==> src/rtl/scratch_mem_arbiter.sv <==
// scratch_mem_arbiter: shares one single-port scratch memory between three burst
// requesters (0: filter load, 1: image-slice load, 2: result writeback).
// One owner at a time; sequential burst addresses from the latched base/length.
// Optional macro WB_PRIORITY_EN: writeback (requester 2) wins every IDLE decision,
// requesters 0/1 round-robin between themselves. Undefined: plain 3-way round-robin.
// mem_rdata is sampled at the end of each read beat, so rd_valid/rd_data appear
// exactly one cycle after the beat.
`timescale 1ns/1ps
module scratch_mem_arbiter #(
   parameter int ADDR_W = 8,
   parameter int DATA_W = 32,
   parameter int LEN_W  = 8
) (
   input  logic                clk,
   input  logic                rst_n,
   input  logic [2:0]          req,
   input  logic [3*ADDR_W-1:0] base_addr,
   input  logic [3*LEN_W-1:0]  burst_len,
   input  logic [DATA_W-1:0]   wr_data,
   output logic [2:0]          gnt,
   output logic [2:0]          beat_ack,
   output logic [2:0]          rd_valid,
   output logic [DATA_W-1:0]   rd_data,
   output logic [2:0]          done,
   output logic                mem_en,
   output logic                mem_we,
   output logic [ADDR_W-1:0]   mem_addr,
   output logic [DATA_W-1:0]   mem_wdata,
   input  logic [DATA_W-1:0]   mem_rdata
);

   typedef enum logic [1:0] {IDLE = 2'd0, BURST = 2'd1, DRAIN = 2'd2} state_t;

   state_t              state;
   state_t              state_next;
   logic [1:0]          owner;
   logic [1:0]          ptr;
   logic [1:0]          winner;
   logic [2:0]          owner_oh;
   logic [ADDR_W-1:0]   base;
   logic [LEN_W-1:0]    len;
   logic [LEN_W-1:0]    beat;
   logic                last_beat;
   logic                read_beat;
   logic [ADDR_W-1:0]   base_slice [3];
   logic [LEN_W-1:0]    len_slice  [3];

   // Unpack the per-requester base/length fields
   generate
      for (genvar gi = 0; gi < 3; gi++) begin : g_slice
         assign base_slice[gi] = base_addr[gi*ADDR_W +: ADDR_W];
         assign len_slice[gi]  = burst_len[gi*LEN_W +: LEN_W];
      end
   endgenerate

   assign owner_oh  = 3'b001 << owner;
   // A zero-length burst has no beats at all, so it leaves BURST immediately
   assign last_beat = (len == '0) || (beat == len - LEN_W'(1));
   assign read_beat = (state == BURST) && (len != '0) && (owner != 2'd2);

   // Winner selection for the IDLE decision; search starts after the last winner
   always_comb begin
      winner = 2'd0;
`ifdef WB_PRIORITY_EN
      if (req[2])
         winner = 2'd2;
      else if (ptr == 2'd0)
         winner = req[1] ? 2'd1 : 2'd0;
      else
         winner = req[0] ? 2'd0 : 2'd1;
`else
      case (ptr)
         2'd0:    winner = req[1] ? 2'd1 : (req[2] ? 2'd2 : 2'd0);
         2'd1:    winner = req[2] ? 2'd2 : (req[0] ? 2'd0 : 2'd1);
         default: winner = req[0] ? 2'd0 : (req[1] ? 2'd1 : 2'd2);
      endcase
`endif
   end

   // State register
   always_ff @(posedge clk or negedge rst_n) begin
      if (!rst_n)
         state <= IDLE;
      else
         state <= state_next;
   end

   // Next-state logic: IDLE -> BURST -> DRAIN -> IDLE
   always_comb begin
      state_next = state;
      case (state)
         IDLE:    if (req != 3'b000) state_next = BURST;
         BURST:   if (last_beat)     state_next = DRAIN;
         DRAIN:   state_next = IDLE;
         default: state_next = IDLE;
      endcase
   end

   // Outputs decoded from state so an async reset clears them at once
   always_comb begin
      gnt       = 3'b000;
      beat_ack  = 3'b000;
      done      = 3'b000;
      mem_en    = 1'b0;
      mem_we    = 1'b0;
      mem_addr  = '0;
      mem_wdata = '0;
      case (state)
         BURST: begin
            gnt = owner_oh;
            if (len != '0) begin
               mem_en   = 1'b1;
               beat_ack = owner_oh;
               mem_addr = base + ADDR_W'(beat);
               if (owner == 2'd2) begin
                  mem_we    = 1'b1;
                  mem_wdata = wr_data;
               end
            end
         end
         DRAIN:   done = owner_oh;
         default: ;
      endcase
   end

   // Latch the winner's burst parameters at grant time and count beats
   always_ff @(posedge clk or negedge rst_n) begin
      if (!rst_n) begin
         owner <= 2'd0;
         ptr   <= 2'd2;
         base  <= '0;
         len   <= '0;
         beat  <= '0;
      end else if (state == IDLE && req != 3'b000) begin
         owner <= winner;
         ptr   <= winner;
         base  <= base_slice[winner];
         len   <= len_slice[winner];
         beat  <= '0;
      end else if (state == BURST) begin
         beat  <= beat + LEN_W'(1);
      end
   end

   // Register read data and its per-requester valid one cycle after the beat
   always_ff @(posedge clk or negedge rst_n) begin
      if (!rst_n) begin
         rd_valid <= 3'b000;
         rd_data  <= '0;
      end else begin
         rd_valid <= read_beat ? owner_oh : 3'b000;
         if (read_beat)
            rd_data <= mem_rdata;
      end
   end

endmodule

==> config.mk <==
export PLATFORM = sky130hd
export DESIGN_NAME = scratch_mem_arbiter
export DESIGN_NICKNAME = d
export VERILOG_FILES = /design/src/rtl/scratch_mem_arbiter.sv
export SDC_FILE = /design/constraint.sdc
export NUM_CORES = 1
export LEC_CHECK = 0
export ABC_CLOCK_PERIOD_IN_PS = 2400
export CORE_MARGIN = 8
export CORE_UTILIZATION = 36
export DETAILED_ROUTE_END_ITERATION = 10
export PLACE_DENSITY = 0.82
export SYNTH_ARGS = -nofsm -noshare
export SYNTH_HDL_FRONTEND = slang
export SYNTH_SLANG_ARGS = --single-unit
==> constraint.sdc <==
create_clock -name clk -period 2.4 [get_ports clk]
set_clock_uncertainty 0.05 [all_clocks]
set_input_delay 0.6 -clock clk [delete_from_list [all_inputs] [get_ports clk]]
set_output_delay 0.6 -clock clk [all_outputs]
set_load 0.01 [all_outputs]
# After elaboration in Yosys (flattened, before gate mapping)
# Cells that the tools add are included.
# totals
ff_bits	65
input_bits	117
output_inout_bits	86
elab_cells	66
# classes
add_sub_neg	3
magnitude_cmp	1
eq_ne	8
shifts	1
n_mux	33
bitwise	1
reduce_logical	11
# op_table
cell	count
2-to-1 mux 32 bit	3
2-to-1 mux 8 bit	8
binary-select mux 8 bit (select 2 bit)	2
2-to-1 mux 3 bit	5
2-to-1 mux 2 bit	7
adder 8 x 1 -> 8 bit, second input constant	1
adder 8 bit	1
== test 8 bit	1
zero test 8 bit	1
one-hot mux 2 bit (2 select lines)	2
nonzero test 8 bit	1
subtractor 8 x 1 -> 8 bit, second input constant	1
2-to-1 mux 1 bit	6
!= test 2 bit, second input constant	3
== test 2 x 1 -> 1 bit, second input constant	2
== test 2 bit, second input constant	2
zero test 2 bit	2
>= comparator 3 bit, second input constant	1
logical AND 1 bit	3
inverter 2 -> 3 bit	1
nonzero test 3 bit	1
<< shifter 1 x 2 -> 3 bit, first input constant	1
AND reduction 2 bit	1
nonzero test 2 bit	1
logical OR 1 bit	1

# Longest topological paths before layout
# logic_depth
word_depth	7
depth_mapped	8
ltp_nobuf	7

# Least setup slack after synthesis
# Ideal clock, no wire load.
# synth_timing
path_type	reg-to-output
from	register beat[1]
to	output port mem_addr[7]
arrival_ns	1.791
required_ns	1.750
setup_slack_ns	-0.041
path_stages_with_launch	7
n_path_buf	0
path_cell_list	dfrtp_1 > ha_1 > a21o_1 > a21o_1 > a2111oi_0 > o21bai_1 > mux2i_1
# synth_via
elab_chain_len	3
# synth_lines
item	line_no	source
start: declaration	42	logic [LEN_W-1:0] beat;
start signal: assignment	141	beat <= beat + LEN_W'(1);
adder 8 bit	114	mem_addr = base + ADDR_W'(beat);
2-to-1 mux 8 bit	111	if (len != '0) begin
2-to-1 mux 8 bit	108	case (state)
end: declaration	27	output logic [ADDR_W-1:0] mem_addr,
# Every way passes these cells.

# Worst setup path after layout
# layout_timing
from	register base[1]
to	output port mem_addr[7]
# layout_via
elab_chain_len	3
# layout_lines
item	line_no	source
start: declaration	40	logic [ADDR_W-1:0] base;
start signal: assignment	137	base <= base_slice[winner];
adder 8 bit	114	
2-to-1 mux 8 bit	111	
2-to-1 mux 8 bit	108	
# Every way passes these cells.

==> results.txt <==
----------------------------------------------------
[Run status]
  Outcome ... complete, but fails checks
  Failing checks ... setup timing

[Synthesis]
  Number of unique standard cell types used by synthesis ... 51
  Most frequently used flop master after synthesis ... sky130_fd_sc_hd__dfrtp_1
  Combined area of all synthesized cells ... 0.00381 sq mm
  Post-synth ARST share ... 1.00
  Sequential fraction of the synthesis area ... 0.421
  Mean Syn Cell Area ... 11.1 sq um
  Register bit count reported by yosys ... 64
  Number of enable flip-flop cells after synthesis ... 0
  Post-Syn Instances ... 343
  Yosys synthesis warning count ... 0
  Syn Nets ... 470

[Placed design]
  Detail Placement HPWL ... 9.80 mm
  Final weighted congestion in routability-driven placement ... 0.841
  Number of placed instances, taps included ... 706
  Port Buf Inserts ... 202

[Clocking]
  Clk sink count ... 64
  CTS tree ... done
  Clock latency on the worst-skew pair ... 0.33 ns
  Number of H-tree branching levels ... 3
  Clock-pin slew reported for the worst setup and hold paths after clock tree synthesis ... 0.07 ns
  Hold bufs inserted after CTS ... 0
  Clock Path Buffers ... 2
  Cts bufs inserted ... 9
  Root buf cell ... sky130_fd_sc_hd__clkbuf_8

[Floorplan]
  Die Area ... 0.0141 sq mm
  Height of the chip ... 119 um
  Number of placement rows ... 37
  Core Box Area ... 0.0103 sq mm
  Total I/O pin count ... 203
  Starting utilization of the core area ... 0.370
  Width of the die ... 119 um

[Final layout]
  Area of combinational cells with multiple inputs ... 0.00228 sq mm
  Leading cell type in the layout, fill and taps excluded ... sky130_fd_sc_hd__clkdlybuf4s50_1
  Storage cell area ... 0.00160 sq mm
  Diodes inserted ... 0
  Number of fill cells ... 799
  # nets final ... 726
  Signed area change from the synthesized netlist to the final layout ... 80.2%
  Final std cells w/o fill ... 740
  Layout cells sized above 1 ... 0.369
  Top library cells by usage in the layout, fill and taps aside ... sky130_fd_sc_hd__clkdlybuf4s50_1 (150), sky130_fd_sc_hd__dfrtp_1 (63), sky130_fd_sc_hd__buf_6 (46)

[Timing]
  Ratio of final minimum period to clock period ... 1.16
  Final slew viol count ... 0
  Fmax ... 0.361 GHz
  Total setup violations reported at the end of the flow ... 45
  Number of hold violations in the final report ... 0
  Total negative slack ... -11.25 ns
  Worst-case setup margin in the final layout ... -0.373 ns
  Minimum clock period after layout ... 2.77 ns
  Unrepaired setup endpoints after global routing ... true

[Worst setup path]
  Worst Setup SP ... base[1]$_DFFE_PN0P_
  Sort of element at the end of the critical path ... primary output
  Worst reg2reg path startpoint ... len[4]$_DFFE_PN0P_
  CP Cell Sequence ... ha_1 -> a21o_1 -> a21o_1 -> a2111oi_4 -> o21bai_1 -> mux2i_1 -> buf_2
  Req. time, crit path ... 1.75 ns
  Worst path slowest cell ... sky130_fd_sc_hd__dfrtp_1
  Total buffers and inverters traversed by the critical path ... 1
  Data arrival at the endpoint of the critical path ... 2.12 ns
  Kind of critical path ... reg -> out
  Crit-path max FO ... 3
  Critical path's largest stage delay ... 0.40 ns
  Type of element launching the critical path ... flip-flop
  Kind of cell adding the most delay to the critical path ... compound AO/OA/AOI/OAI gates
  Cell seen most often among critical-path stages ... sky130_fd_sc_hd__a21o_1

[Detailed routing]
  Antenna-violating nets left ... 0
  Average detailed-routed wire length per instance ... 17.8 um
  DR pass1 iterations ... 4
  Via total after detailed routing ... 3576
  Initial DRC Count ... 159
  DRC Markers ... 0
  DR vias/cell ... 4.83
  Total wire length after detailed routing ... 13.2 mm

[Power and ir drop]
  Worst ir drop on vdd ... 0.000627 V
  Pleak ... 3.17 nW
  Power per standard cell area ... 1270 mW/mm^2

[GRT]
  Pin count of the biggest net entering global routing ... 44
  Antenna violations before repair ... 0
  Number of global-route vias before repair ... 3731
  Final global-route overflow total ... 0
  Total Routing Usage GR ... 0.168
  First-pass GRT wire length ... 19.6 mm

[Flow run]
  Number of maximum-capacitance violations ... 0

[Min path]
  Path class of the lowest-slack min-delay path ... in -> async

----------------------------------------------------
## sequential cells by signal, summed over array words and instances, names as in the netlist
name and flops:
base 8, beat 8, len 8, owner 2
ptr 1, rd_data 32, rd_valid 3, state 2
## per-layer routing
layer,GRT usage,vias to the layer above,part of all wire
li1,-,1710,-
met1,0.198,1711,0.41
met2,0.292,134,0.51
met3,0.0477,21,0.060
met4,0.0466,0,0.015
met5,0,-,0
## power breakdown
part	switching, mW	internal [mW]	total [mW]	leakage, nW
registers	0.330	1.59	1.92	0.776
clock network	0.396	0.476	0.872	0.0941
logic	2.50	3.41	5.92	2.30
total	3.23	5.49	8.71	3.17
## cell families after synthesis
logic type                 count (synthesis)  share of synthesized area
other                                      1                   0.000985
muxes                                     66                      0.219
adders and majority gates                 10                     0.0348
and+or+nand+nor                          111                      0.159
buffers and inverters                     23                     0.0404
DFF                                       64                      0.421
xor gates and xnor gates                  16                     0.0368
AOI/OAI and AO/OA                         52                     0.0884
## area by class of cell
type / instances / share of cell area
Clock buffer: 12 / 0.0197
Tap cell: 136 / 0.0248
Inverter: 4 / 0.00328
Multi-Input combinational cell: 259 / 0.332
Sequential cell: 64 / 0.234
Clock inverter: 4 / 0.00657
Timing Repair Buffer: 261 / 0.380
## repair_timing
item / in CTS / in global routing
gates resized for setup: 219 / 78
setup buffers: 9 / 3
endpoints found under the setup margin: 50 / 77
endpoints found under the hold margin: 0 / 0
pin swaps: 12 / 45
gates cloned: 0 / 8
## cells in the mapped netlist (all sizes together), types with 2 or more instances
library cell / instances / area [sq um]
clkbuf: 11 / 42.5
xnor2: 13 / 114
a21oi: 7 / 35.0
nand2: 29 / 128
nand4: 4 / 25.0
o31ai: 3 / 36.3
nand3: 6 / 30.0
nand2b: 6 / 37.5
nor2: 15 / 56.3
and2: 34 / 213
dfrtp: 63 / 1580
nor3: 9 / 45.0
mux2: 48 / 653
or3: 2 / 12.5
buf: 8 / 96.3
ha: 9 / 113
mux2i: 18 / 180
o211ai: 2 / 15.0
inv: 4 / 15.0
a21o: 3 / 22.5
o21ai: 26 / 130
xor2: 3 / 26.3
## worst reg2reg max path, delay by kind of cell, from the launching register on
family,cells,cell delay (ns)
AND/OR/NAND/NOR,3,0.57
buffers and inverters,5,0.57
flip-flops,1,0.40
multiplexers,1,0.35
AO/OA/AOI/OAI,1,0.28
## metrics by stage
step / power [mW] / setup WS, ns / utilization / hold slack [ns] / cell area [sq um]
floorplan: 4.75 / -0.00599 / - / 0.254 / 3820
global placement: 6.87 / -0.519 / 0.609 / 0.425 / 6250
detailed placement: 7.01 / -0.566 / 0.609 / 0.435 / 6250
CTS: 8.01 / -0.409 / 0.622 / 0.252 / 6390
global route: 9.26 / -0.518 / 0.668 / 0.262 / 6860
finish: 8.71 / -0.373 / 0.668 / 0.241 / 6860
## worst paths after layout
check	to	slack [ns]	cells after the start
max	mem_addr[7]	-0.37	7
min	rd_data[21]$_DFFE_PN0P_	0.24	2
max reg2reg	rd_data[1]$_DFFE_PN0P_	0.07	10
min reg2reg	base[7]$_DFFE_PN0P_	0.45	2
max in group asynchronous	ptr[1]$_DFFE_PN1P_	1.72	2
min in group clk	base[7]$_DFFE_PN0P_	0.45	2
Note: power is estimated with default switching activity, not from simulation.
